### config.mk
export PLATFORM = sky130hd
export DESIGN_NAME = merge_fixed
export DESIGN_NICKNAME = d
export VERILOG_FILES = /design/src/rtl/merge_fixed.sv
export SDC_FILE = /design/constraint.sdc
export NUM_CORES = 1
export LEC_CHECK = 0
export ABC_AREA = 0
export CAP_MARGIN = 10
export CORE_MARGIN = 3
export CORE_UTILIZATION = 45
export DETAILED_ROUTE_END_ITERATION = 6
export GPL_TIMING_DRIVEN = 0
export PLACE_DENSITY_LB_ADDON = 0.05
export SETUP_SLACK_MARGIN = 0.3
export SLEW_MARGIN = 20
export SYNTH_ARGS = -nofsm -noshare
export SYNTH_HDL_FRONTEND = slang
export SYNTH_SLANG_ARGS = --single-unit
### constraint.sdc
create_clock -name clk -period 3.2 [get_ports clk]
set_input_delay 0.48 -clock clk [delete_from_list [all_inputs] [get_ports clk]]
set_output_delay 0.48 -clock clk [all_outputs]
set_load 0.03 [all_outputs]
### src/rtl/merge_fixed.sv
// Sign/magnitude fixed-point to two's-complement converter with saturation.
// Two-stage valid/ready pipeline; counts saturated words delivered downstream.
module merge_fixed #(
  parameter int INT_W  = 15,
  parameter int FRAC_W = 10
) (
  input  logic                      clk,
  input  logic                      rst_n,
  input  logic                      in_valid,
  output logic                      in_ready,
  input  logic                      in_neg,
  input  logic [INT_W-1:0]          in_int,
  input  logic [FRAC_W-1:0]         in_frac,
  output logic                      out_valid,
  input  logic                      out_ready,
  output logic [INT_W+FRAC_W-1:0]   out_data,
  output logic                      out_ovf,
  output logic                      out_frac,
  output logic [15:0]               ovf_cnt
);

  localparam int W = INT_W + FRAC_W;
  localparam logic [W-1:0] MAX_POS = {1'b0, {(W-1){1'b1}}};
  localparam logic [W-1:0] MIN_NEG = {1'b1, {(W-1){1'b0}}};
  localparam logic [W-1:0] ONE     = {{(W-1){1'b0}}, 1'b1};

  logic         s1_valid_q, s1_valid_d;
  logic [W-1:0] s1_mag_q,   s1_mag_d;
  logic         s1_neg_q,   s1_neg_d;
  logic         s1_frac_q,  s1_frac_d;
  logic         s1_ovf_q,   s1_ovf_d;

  logic         s2_valid_q, s2_valid_d;
  logic [W-1:0] s2_data_q,  s2_data_d;
  logic         s2_ovf_q,   s2_ovf_d;
  logic         s2_frac_q,  s2_frac_d;
  logic [15:0]  ovf_cnt_q,  ovf_cnt_d;

  logic         s2_adv;
  logic [W-1:0] in_mag;

  assign s2_adv   = !s2_valid_q || out_ready;
  assign in_ready = !s1_valid_q || s2_adv;
  assign in_mag   = {in_int, in_frac};

  always_comb begin
    s1_valid_d = s1_valid_q;
    s1_mag_d   = s1_mag_q;
    s1_neg_d   = s1_neg_q;
    s1_frac_d  = s1_frac_q;
    s1_ovf_d   = s1_ovf_q;
    if (in_ready) begin
      s1_valid_d = in_valid;
      if (in_valid) begin
        s1_mag_d  = in_mag;
        s1_neg_d  = in_neg;
        s1_frac_d = |in_frac;
        // Negative range reaches one step further than positive range.
        s1_ovf_d  = in_neg ? (in_mag > MIN_NEG) : (in_mag > MAX_POS);
      end
    end
  end

  always_comb begin
    s2_valid_d = s2_valid_q;
    s2_data_d  = s2_data_q;
    s2_ovf_d   = s2_ovf_q;
    s2_frac_d  = s2_frac_q;
    if (s2_adv) begin
      s2_valid_d = s1_valid_q;
      if (s1_valid_q) begin
        s2_ovf_d  = s1_ovf_q;
        s2_frac_d = s1_frac_q;
        if (s1_ovf_q)
          s2_data_d = s1_neg_q ? MIN_NEG : MAX_POS;
        else
          s2_data_d = s1_neg_q ? ((~s1_mag_q) + ONE) : s1_mag_q;
      end
    end
  end

  always_comb begin
    ovf_cnt_d = ovf_cnt_q;
    if (s2_valid_q && out_ready && s2_ovf_q && (ovf_cnt_q != 16'hFFFF))
      ovf_cnt_d = ovf_cnt_q + 16'd1;
  end

  always_ff @(posedge clk or negedge rst_n) begin
    if (!rst_n) begin
      s1_valid_q <= 1'b0;
      s1_mag_q   <= '0;
      s1_neg_q   <= 1'b0;
      s1_frac_q  <= 1'b0;
      s1_ovf_q   <= 1'b0;
      s2_valid_q <= 1'b0;
      s2_data_q  <= '0;
      s2_ovf_q   <= 1'b0;
      s2_frac_q  <= 1'b0;
      ovf_cnt_q  <= '0;
    end else begin
      s1_valid_q <= s1_valid_d;
      s1_mag_q   <= s1_mag_d;
      s1_neg_q   <= s1_neg_d;
      s1_frac_q  <= s1_frac_d;
      s1_ovf_q   <= s1_ovf_d;
      s2_valid_q <= s2_valid_d;
      s2_data_q  <= s2_data_d;
      s2_ovf_q   <= s2_ovf_d;
      s2_frac_q  <= s2_frac_d;
      ovf_cnt_q  <= ovf_cnt_d;
    end
  end

  assign out_valid = s2_valid_q;
  assign out_data  = s2_data_q;
  assign out_ovf   = s2_ovf_q;
  assign out_frac  = s2_frac_q;
  assign ovf_cnt   = ovf_cnt_q;

endmodule

== Yosys cells after proc, flatten, opt, wreduce, memory -nomap -nowiden ==
Index checks and enable logic that the tools add are counted.

* Add/subtract/negate cells: 2
* $lt $le $gt $ge: 2
* Equality and inequality tests: 1
* Muxes and demuxes: 4
* Bitwise gates (word level): 1
* Reductions and logical operators: 10

{| class="wikitable"
|+ Operators by type and width
! kind !! count
|-
| $mux 25 || 3
|-
| $add 25x1->25 const B || 1
|-
| $gt 25x24->1 const B || 1
|-
| $gt 25x25->1 const B || 1
|-
| $not 25->25 || 1
|-
| $add 16x1->16 const B || 1
|-
| $ne 16x16->1 const B || 1
|-
| $reduce_or 10->1 || 1
|-
| $reduce_and 2->1 || 2
|-
| $logic_and 1x1->1 || 3
|-
| $logic_not 1->1 || 2
|-
| $logic_or 1x1->1 || 2
|-
| $mux 1 || 1
|}

* Bits in registers: 73

== Logic depth before layout (Yosys ltp) ==
Gate-level depths: netlist of the first run.

* Word-level depth: 4
* Gate-level depth with buffers: 7
* Mapped depth without buffers: 7

== Worst setup path before layout of the first run ==
Ideal clock, no wire load.

* Path kind: reg-to-reg
* Start point: register s2_valid_q, in the netlist out_valid
* End point: register s1_mag_q[10]
* Setup time: 0.125 ns
* Data arrival time: 2.016 ns
* Data required time: 3.075 ns
* Path slack: 1.059 ns
* Cell stages (with the launch flop): 5
* Buffers on the path: 1
* Cell sequence: dfrtp_1 > nand3b_1 > nand2_1 > clkbuf_1 > mux2_2

* Cells in the longest elaborated chain, start to end: 4

{| class="wikitable"
|+ RTL lines
! item !! line !! source
|-
| start: declaration || 33 || <nowiki>logic s2_valid_q, s2_valid_d;</nowiki>
|-
| start signal: assignment || 106 || <nowiki>s2_valid_q <= s2_valid_d;</nowiki>
|-
| $logic_not 1->1 || 42 || <nowiki>assign s2_adv = !s2_valid_q || out_ready;</nowiki>
|-
| $logic_or 1x1->1 || 42 ||
|-
| $logic_or 1x1->1 || 43 || <nowiki>assign in_ready = !s1_valid_q || s2_adv;</nowiki>
|-
| net in_ready || 10 || <nowiki>output logic in_ready,</nowiki>
|-
| $reduce_and 2->1 (no source line) || n/a ||
|-
| end signal: assignment || 102 || <nowiki>s1_mag_q <= s1_mag_d;</nowiki>
|-
| end: declaration || 28 || <nowiki>logic [W-1:0] s1_mag_q, s1_mag_d;</nowiki>
|}

The timed path passes the listed nets, and every way through them passes these cells.
A chain may end at the register's enable or synchronous reset.

== Worst setup path after layout of the first run ==
* Start point: input port out_ready
* End point: output port in_ready

* Cells in the longest elaborated chain, start to end: 2

{| class="wikitable"
|+ RTL lines
! item !! line !! source
|-
| start: declaration || 15 || <nowiki>input logic out_ready,</nowiki>
|-
| $logic_or 1x1->1 || 42 ||
|-
| $logic_or 1x1->1 || 43 ||
|-
| end: declaration || 10 ||
|}

No other way between the ends.

==> results of run 1 <==
## stage by stage
stage | instance area, sq um | worst slack (ns) | instances | util | TNS (ns)
floorplan | 3680 | 1.06 | 364 | - | 0
global placement | 4550 | -0.840 | 540 | 0.579 | -60.95
detailed placement | 4560 | 0.548 | 541 | 0.581 | 0
CTS | 4760 | 0.828 | 557 | 0.607 | 0
global route | 4760 | 0.780 | 557 | 0.607 | 0
finish | 4760 | 0.832 | 557 | 0.607 | 0
## registers in the layout (all words and copies together) (netlist names)
| signal | flops |
|---|---|
| s1_valid_q | 1 |
| out_valid | 1 |
| out_data | 25 |
| s1_ovf_q | 1 |
| s1_mag_q | 25 |
| s1_frac_q | 1 |
| out_ovf | 1 |
| ovf_cnt | 16 |
| s1_neg_q | 1 |
| out_frac | 1 |
## critical path, cell delays in order
cell and delay [ns]:
clkdlybuf4s50_1 0.50, nand3b_1 0.20, clkdlybuf4s50_1 0.70
## power groups by stage
stage / Combinational (uW) / Sequential (uW) / Clock [uW]
after floorplan: 373 / 1490 / 0
after global placement: 1020 / 1280 / 0
after detailed placement: 1040 / 1290 / 0
after CTS: 1040 / 1270 / 733
after global routing: 1120 / 1290 / 779
final: 1030 / 1270 / 722
## worst max path at each step
stage,cells past startpoint,endpoint,slack (ns),from
after CTS,3,in_ready,0.83,out_ready
after detailed placement,5,s1_mag_q[11]$_DFFE_PN0P_,0.55,out_ready
after global routing,3,in_ready,0.78,out_ready
after global placement,1,s1_mag_q[19]$_DFFE_PN0P_,-0.84,rst_n
after floorplan,4,s1_mag_q[10]$_DFFE_PN0P_,1.06,out_valid$_DFFE_PN0P_
final,3,in_ready,0.83,out_ready
## area by class of cell
class	count	area, sq um	area share
Sequential cell	73	1830	0.384
Tap cell	102	128	0.0268
Clock buffer	11	141	0.0297
Inverter	7	26.3	0.00552
Clock inverter	5	55.1	0.0116
Buffer	16	65.1	0.0137
Multi-Input combinational cell	268	1760	0.370
Timing Repair Buffer	75	758	0.159
## logic make-up (layout without fill, tap and decap cells)
logic type / count (synthesis) / count (layout) / synth area share
and+or+nand+nor: 133 / 133 / 0.191
buffers and inverters: 23 / 114 / 0.0248
AOI/OAI and AO/OA: 81 / 81 / 0.136
adders and majority gates: 2 / 2 / 0.00680
muxes: 33 / 33 / 0.0997
xor gates and xnor gates: 19 / 19 / 0.0453
DFF: 73 / 73 / 0.497
## routing by layer
layer	up-vias	GRT usage	wire length, um
met5	-	0	0
met4	0	0.0678	121
met3	10	0.0465	627
met2	118	0.319	4080
met1	1546	0.295	4250
li1	1494	-	-
## cells in the final DEF, fill, tap and decap left out, types with 5 or more instances in the layout
| cell | instances |
|---|---|
| mux2_2 | 29 |
| nand2b_1 | 7 |
| clkbuf_1 | 12 |
| clkdlybuf4s50_1 | 73 |
| a31oi_1 | 5 |
| nand3_1 | 11 |
| nor3_1 | 12 |
| nor2_1 | 29 |
| clkbuf_8 | 10 |
| nand2_1 | 38 |
| nand4_1 | 5 |
| o31ai_1 | 6 |
| o21ai_0 | 23 |
| xnor2_1 | 11 |
| o22ai_1 | 9 |
| a21oi_1 | 21 |
| nor4_1 | 8 |
| xor2_1 | 8 |
| inv_1 | 7 |
| dfrtp_1 | 73 |
==> results.md, run 1 <==
* Top cells by instance count after synthesis: dfrtp_1, nand2_1, mux2_2, nor2_1, o21ai_0
* Die Y at ~96 um
* Post-synthesis async set-or-reset flop share at 1.00
* Max-slew violations at 0
* Max-slew headroom at 0.630
* Kind of critical path: in2out
* Detailed Routing Iterations Pass 1 at 5
* DIE AREA at about 9300 sq um
* Mapped Avg Cell Area at 10.1 sq um
* EDFF count, synth at 0
* DR vias at 3168
* Max-Cap Viols at 0
* Clock share of power at 0.239
* Maximum clock frequency at approximately 420 MHz
* Final Hold Viols at 0
* Grt total ovfl at 0
* Maximum VDD drop at approximately 0.28 mV
* Status: complete, no violations
* Critical Path End Type: output port
* Syn nets at between 300 and 400
* CP max FO at 4
* Initial core utilization at 0.469
* Worst slew pin tran at 0.555 ns
* Clk sink count at 73
* Clock root buffer: clkbuf_8
* Post_cts resized at 0
* Final WL at 9080 um
* Fin crit period at 2.37 ns
* Worst Hold Class: in2async
* Die Span X at a little under 100 um
* Via density per instance at 5.69
* Startpoint Class: input port
* Initial antenna violation count at 0
* Post-Syn Instances at between 300 and 400
* NumNets Final at ~480
* First-pass GRT wire length at 14500 um
* Post-CTS Setup Bufs at 0
* Synth top area cells: dfrtp_1, mux2_2, nand2_1, o21ai_0, nor2_1
* Final Power at about 3000 uW
* Internal power at 1920 uW
* Buffers added on ports at 74
* FF+latch count, synth at 73
* Psw at around 1100 uW
* Worst path arrival time at between 1.5 and 2 ns
* CP required at 2.72 ns
* Clock slew at reported path FFs at roughly 0.08 ns
* Combinational power share at 0.342
* Most common cell in the netlist: dfrtp_1
* H-tree depth at 3
* Post-synth design cell area at about 3700 sq um
* Max Buffers Root-to-Sink at 2
* Core ar. at between 7000 and 8000 sq um
* Crit Reg-Reg Endpoint: out_data[15]$_DFFE_PN0P_
* Diode count at 0
* Part of the cycle the worst path needs at 0.740
* Row cnt at 32
* RSZ-0062 raised after global routing: no
* Sw frac at 0.365
* DRC viols at 0
* Pin count of the biggest net entering global routing at 43
* Routability cong. at roughly 0.85
* Post-DP HPWL at between 6000 and 7000 um
* TritonCTS buffer count at 9
* R2R setup slack at 1.04 ns
* Seq/Total Area, Yosys at 0.497
* Yosys top cell area share at 0.497
* Seq pwr share at 0.419
* Yosys top cell by area: dfrtp_1
* ANT nets after route at 0
* Final setup violation count at 0
* Most common flop cell mapped by yosys: dfrtp_1
* Drt first-iter violations at roughly 110
* Share of cells above drive strength 1 at 0.127
* R2R Path Start: s1_mag_q[9]$_DFFE_PN0P_
* Tot GR Track Use at 0.208
* Warnings, synthesis at 0
* CTS tree: yes
* Number of global-route vias before repair at 2889
* Leak at about 0.0019 uW
* Num ports at 75
* Hold-fix buffers at CTS at 0
* Distinct cell type count after synthesis at 44
* Power per cell area at 635 nW/um^2
* Reg2reg path depth at 5
* Later-pin clock latency in the skew report at ~0.35 ns
* Area delta synth->final at 29.4%
* Fillers at roughly 700
* Max Clock Skew at 0.00899 ns
* DR WL/cell at ~16 um
* WHS at between 0.05 and 0.06 ns
Power figures use the tool's default switching activity.
==> run 2: changes to the inputs <==
==> constraint.sdc (replaced) <==
create_clock -name clk -period 2.4 [get_ports clk]
set_input_delay 0.36 -clock clk [delete_from_list [all_inputs] [get_ports clk]]
set_output_delay 0.36 -clock clk [all_outputs]
set_load 0.03 [all_outputs]
==> run 2 against run 1 <==
Effect of this change:
- non-clock buffer count is 9 higher
- largest cell class is now multi-input combinational cells
- worst hold slack improved by 0.42 ns
- cell count is 1.6% higher
- clock power rose by 51%
- clock-buffer cell count up 1
- combinational power up 36%
- critical path depth grew 4
- routed wire length is 0.34% higher
- largest power group unchanged
==> results.md, run 2 (synthesis gave the netlist of run 1 again) <==
* Final WL at between 9000 and 10000 um
* Crit path launch: s1_mag_q[3]$_DFFE_PN0P_
* Max Buffers Root-to-Sink at 2
* DRC viols at 0
* Clock share of power at 0.261
* Max Clock Skew at between 0.009 and 0.01 ns
* Post-DP HPWL at 6740 um
* Core ar. at ~7800 sq um
* Max-Cap Viols at 0
* Detailed Routing Iterations Pass 1 at 4
* Worst path arrival time at between 2 and 2.5 ns
* Maximum clock frequency at ~490 MHz
* Status: complete, no violations
* Number of global-route vias before repair at between 2000 and 3000
* TritonCTS buffer count at 9
* Leak at between 0.002 and 0.0025 uW
* Psw at 1480 uW
* Initial core utilization at 0.469
* Finished Layout Cells at ~570
* Power per cell area at 848 nW/um^2
* Tot GR Track Use at 0.209
* Post-route cell area at around 4900 sq um
* DR vias at 3102
* Inst Count DP at 541
* First-pass GRT wire length at 14600 um
* Startpoint Class: register
* Fillers at just under 700
* Later-pin clock latency in the skew report at about 0.35 ns
* Via density per instance at ~5.5
* NumNets Final at 491
* Seq pwr share at 0.405
* Diode count at 0
* Placed Area at 4570 sq um
* Critical Path End Type: register
* DR WL/cell at ~16 um
* Worst Hold Class: reg2reg
* Clock slew at reported path FFs at around 0.08 ns
* Maximum VDD drop at 0.454 mV
* Buffers added on ports at 74
* Drt first-iter violations at ~220
* Multi-input logic area at between 1500 and 2000 sq um
* Initial antenna violation count at 0
* Grt total ovfl at 0
* Commonest cells after routing, fill and taps aside: dfrtp_1, clkdlybuf4s50_1, nand2_1
* DIE AREA at ~9300 sq um
* Most common cell after layout, fill and taps aside: dfrtp_1
* WHS at 0.477 ns
* Register area at ~1800 sq um
* Sw frac at 0.352
* Worst slew pin tran at roughly 0.56 ns
* H-tree depth at 3
* CP max FO at 7
* RSZ-0062 raised after global routing: yes
* Routability cong. at 0.877
* Hold Crit Start: out_data[12]$_DFFE_PN0P_
* Die Y at around 96 um
* CP required at 2.62 ns
* Part of the cycle the worst path needs at 0.849
* Num ports at between 70 and 80
* Clock root buffer: clkbuf_8
* Max-slew violations at 0
* Area delta synth->final at 34.4%
* Die Span X at slightly below 100 um
* Pin count of the biggest net entering global routing at 41
* Internal power at approximately 2700 uW
* Combinational power share at 0.335
* Share of cells above drive strength 1 at 0.157
* Max-slew headroom at 0.628
* ANT nets after route at 0
* R2R Path Start: s1_mag_q[3]$_DFFE_PN0P_
* Kind of critical path: reg2reg
* Final setup violation count at 0
* Clk sink count at 73
* Row cnt at 32
* Final Hold Viols at 0
* CTS tree: yes
* Fin crit period at approximately 2.0 ns
## run 2: cell count changes in the layout (fill, tap and decap cells not counted), sizes merged
cell / previous run / this run
dlygate4sd3: 0 / 1
clkbuf: 22 / 23
bufinv: 1 / 2
buf: 7 / 15
clkdlybuf4s50: 73 / 72
inv: 7 / 8
dlygate4sd2: 0 / 1
clkinvlp: 2 / 0
clkinv: 2 / 1
## run 2: area by class of cell
cell class | instances | share of cell area
Inverter | 7 | 0.00532
Clock inverter | 4 | 0.0149
Timing Repair Buffer | 84 | 0.167
Clock buffer | 12 | 0.0314
Tap cell | 102 | 0.0258
Multi-Input combinational cell | 268 | 0.371
Buffer | 16 | 0.0144
Sequential cell | 73 | 0.370
## run 2: worst paths after layout
| check | end | slack [ns] | cells after the start |
|---|---|---|---|
| setup / recovery | out_data[24]$_DFFE_PN0P_ | 0.36 | 7 |
| hold / removal | out_data[12]$_DFFE_PN0P_ | 0.48 | 2 |
| setup reg to reg | out_data[24]$_DFFE_PN0P_ | 0.36 | 7 |
| hold reg to reg | out_data[12]$_DFFE_PN0P_ | 0.48 | 2 |
| max in group asynchronous | ovf_cnt[1]$_DFFE_PN0P_ | 1.35 | 3 |
| min in group asynchronous | s1_mag_q[3]$_DFFE_PN0P_ | 0.50 | 2 |
## run 2: timing repair
item	CTS	global route
endpoints found under the setup margin	2	9
gates resized for setup	3	12
pin swaps	1	5
hold endpoints to repair	33	0
hold buffers	1	0
setup buffers	2	6
## run 2: power by group through the flow
stage               sequential [uW]  combinational [uW]  clock [uW]
finish                         1700                1400        1090
global route                   1730                1520        1180
CTS                            1690                1390        1120
detailed placement             1710                1370           0
global placement               1700                1360           0
floorplan                      1990                 498           0
## run 2: critical path, cell delays in order (launching register included)
cell and delay, ns:
dfrtp_1 0.38, buf_6 0.13, nor4_4 0.41, buf_4 0.21, nand4_4 0.14, o41ai_4 0.35, xnor2_1 0.20, o21ai_1 0.09
## run 2: layer usage
layer,share of wire,track usage,up-vias,wire [um]
met5,0,0,-,0
met4,0.0093,0.0783,0,85
met3,0.065,0.0418,6,594
met2,0.44,0.304,99,3990
met1,0.49,0.308,1484,4440
li1,-,-,1513,-
## run 2: through the flow
step           power (uW)  setup slack [ns]  utilization  TNS (ns)
2_1_floorplan        2480             0.332            -         0
3_3_place_gp         3060             -1.53        0.580   -111.51
3_5_place_dp         3090             0.103        0.582         0
5_1_grt              4430             0.292        0.630         0
4_1_cts              4200             0.297        0.616         0
6_report             4190             0.363        0.630         0
==> run 3: changes to the inputs <==
==> constraint.sdc (replaced) <==
create_clock -name clk -period 2.1 [get_ports clk]
set_input_delay 0.315 -clock clk [delete_from_list [all_inputs] [get_ports clk]]
set_output_delay 0.315 -clock clk [all_outputs]
set_load 0.03 [all_outputs]
==> run 3 against run 2 <==
Effect of this change:
- worst setup slack worse by 0.20 ns
- global-route usage up 0.94 points
- combinational power up 21%
- critical path depth down 1
- routed wire length up 7.8%
- first-iteration DRC count down 23%
- utilization up 3.5 points
- flip-flop and latch count unchanged
- via count up 5.8%
- register-to-register slack worse by 0.20 ns
==> results.md, run 3 (synthesis gave the netlist of run 1 again) <==
* Status: complete, no violations
* NumNets Final at 508
* Tot GR Track Use at 0.218
* First-pass GRT wire length at between 15000 and 20000 um
* CP required at 2.31 ns
* Maximum VDD drop at 0.425 mV
* Max Clock Skew at between 0.009 and 0.01 ns
* H-tree depth at 3
* Part of the cycle the worst path needs at 0.924
* ANT nets after route at 0
* Pin count of the biggest net entering global routing at 57
* DR vias at between 3000 and 4000
* CP max FO at 5
* Finished Layout Cells at 583
* Final setup violation count at 0
* Via density per instance at around 5.6
* Commonest cells after routing, fill and taps aside: dfrtp_1, clkdlybuf4s50_1, nand2_1
* Worst Hold Class: in2async
* Buffers added on ports at 74
* Share of cells above drive strength 1 at 0.262
* Area delta synth->final at 41.8%
* Worst path arrival time at 2.15 ns
* Die Y at roughly 96 um
* Fin crit period at ~1.9 ns
* Num ports at 75
* Leak at ~0.0022 uW
* Core ar. at 7850 sq um
* DRC viols at 0
* Max-Cap Viols at 0
* DR WL/cell at roughly 17 um
* RSZ-0062 raised after global routing: yes
* Initial antenna violation count at 0
* Grt total ovfl at 0
* Inst Count DP at approximately 540
* Final Hold Viols at 0
* Die Span X at between 90 and 100 um
* Final WL at 9820 um
* Clk sink count at 73
* Row cnt at 32
* Startpoint Class: register
* Worst slew pin tran at just over 0.6 ns
* Core Util, Final at 0.664
* Drt first-iter violations at approximately 170
* Diode count at 0
* Most common cell after layout, fill and taps aside: dfrtp_1
* Power per cell area at a little over 900 nW/um^2
* Initial core utilization at 0.469
* R2R setup slack at roughly 0.16 ns
* CTS tree: yes
* Clock root buffer: clkbuf_8
* DIE AREA at 9290 sq um
* Clock slew at reported path FFs at about 0.08 ns
* Routability cong. at between 0.8 and 0.9
* Kind of critical path: reg2reg
* TritonCTS buffer count at 9
* Detailed Routing Iterations Pass 1 at 4
* Maximum clock frequency at 515 MHz
* Max Buffers Root-to-Sink at 2
* Later-pin clock latency in the skew report at 0.35 ns
* Max-slew violations at 0
* Max-slew headroom at 0.592
* Number of global-route vias before repair at approximately 3000
* Post-DP HPWL at about 6700 um
* Critical Path End Type: register
run 3: changes by cell type in the layout (fill, tap and decap cells not counted), moves of 4 or more:
cell             before  now
nor3_1               11    7
clkdlybuf4s50_1      72   62
dlygate4sd2_1         1    6
dfrtp_1              73   63
dlymetal6s2s_1        0    5
buf_4                 9   25
clkbuf_1             12    6
dfrtp_2               0   10
clkbuf_2              0    6
run 3: final timing paths:
kind,from,end,cells after the start
setup / recovery,s1_mag_q[1]$_DFFE_PN0P_,out_data[21]$_DFFE_PN0P_,6
hold / removal,rst_n,out_data[9]$_DFFE_PN0P_,2
setup reg to reg,s1_mag_q[1]$_DFFE_PN0P_,out_data[21]$_DFFE_PN0P_,6
hold reg to reg,out_data[1]$_DFFE_PN0P_,out_data[1]$_DFFE_PN0P_,2
max in group asynchronous,rst_n,s1_mag_q[6]$_DFFE_PN0P_,3
min in group clk,out_ready,out_valid$_DFFE_PN0P_,3
run 3: stage by stage:
step           hold WS [ns]  setup slack (ns)  setup TNS [ns]  power, uW  area, sq um
3_5_place_dp          0.207           -0.0515          -0.266       3540         4590
3_3_place_gp          0.463             -2.07         -131.76       3500         4570
5_1_grt               0.388            0.0694               0       5000         5210
4_1_cts               0.371             0.156               0       4700         4990
2_1_floorplan        0.0194             0.228               0       2850         3700
6_report              0.370             0.160               0       4750         5210
run 3: area by class of cell:
type / instances / area, sq um
Fill cell: 652 / 2630
Multi-Input combinational cell: 268 / 1970
Sequential cell: 73 / 1840
Timing Repair Buffer: 101 / 976
Clock buffer: 11 / 141
Tap cell: 102 / 128
Buffer: 16 / 75.1
Clock inverter: 5 / 55.1
Inverter: 7 / 26.3
run 3: report_power, final:
group	switching [uW]	internal (uW)
Combinational	954	745
Sequential	273	1680
Clock	522	577
run 3: worst max-delay path, cell delays in order, from the launching register on:
cell and delay [ns]:
dfrtp_1 0.46, nor3_4 0.38, nand4_4 0.17, buf_4 0.17, or4_4 0.41, a21oi_2 0.13
o31ai_1 0.07
run 3: timing repair:
item                                   CTS  global route
hold buffers                             1             0
buffers inserted                        11            14
endpoints found under the hold margin   17             0
gates resized for setup                 32            35
pin swaps                               20            13
setup endpoints to repair               25            34
run 3: per-layer routing:
metal  vias up  share of wire  wire length (um)  GRT usage
met4         0          0.013               123     0.0794
li1       1541              -                 -          -
met5         -              0                 0          0
met3        12          0.058               574     0.0426
met2       107           0.46              4560      0.331
met1      1623           0.46              4570      0.312
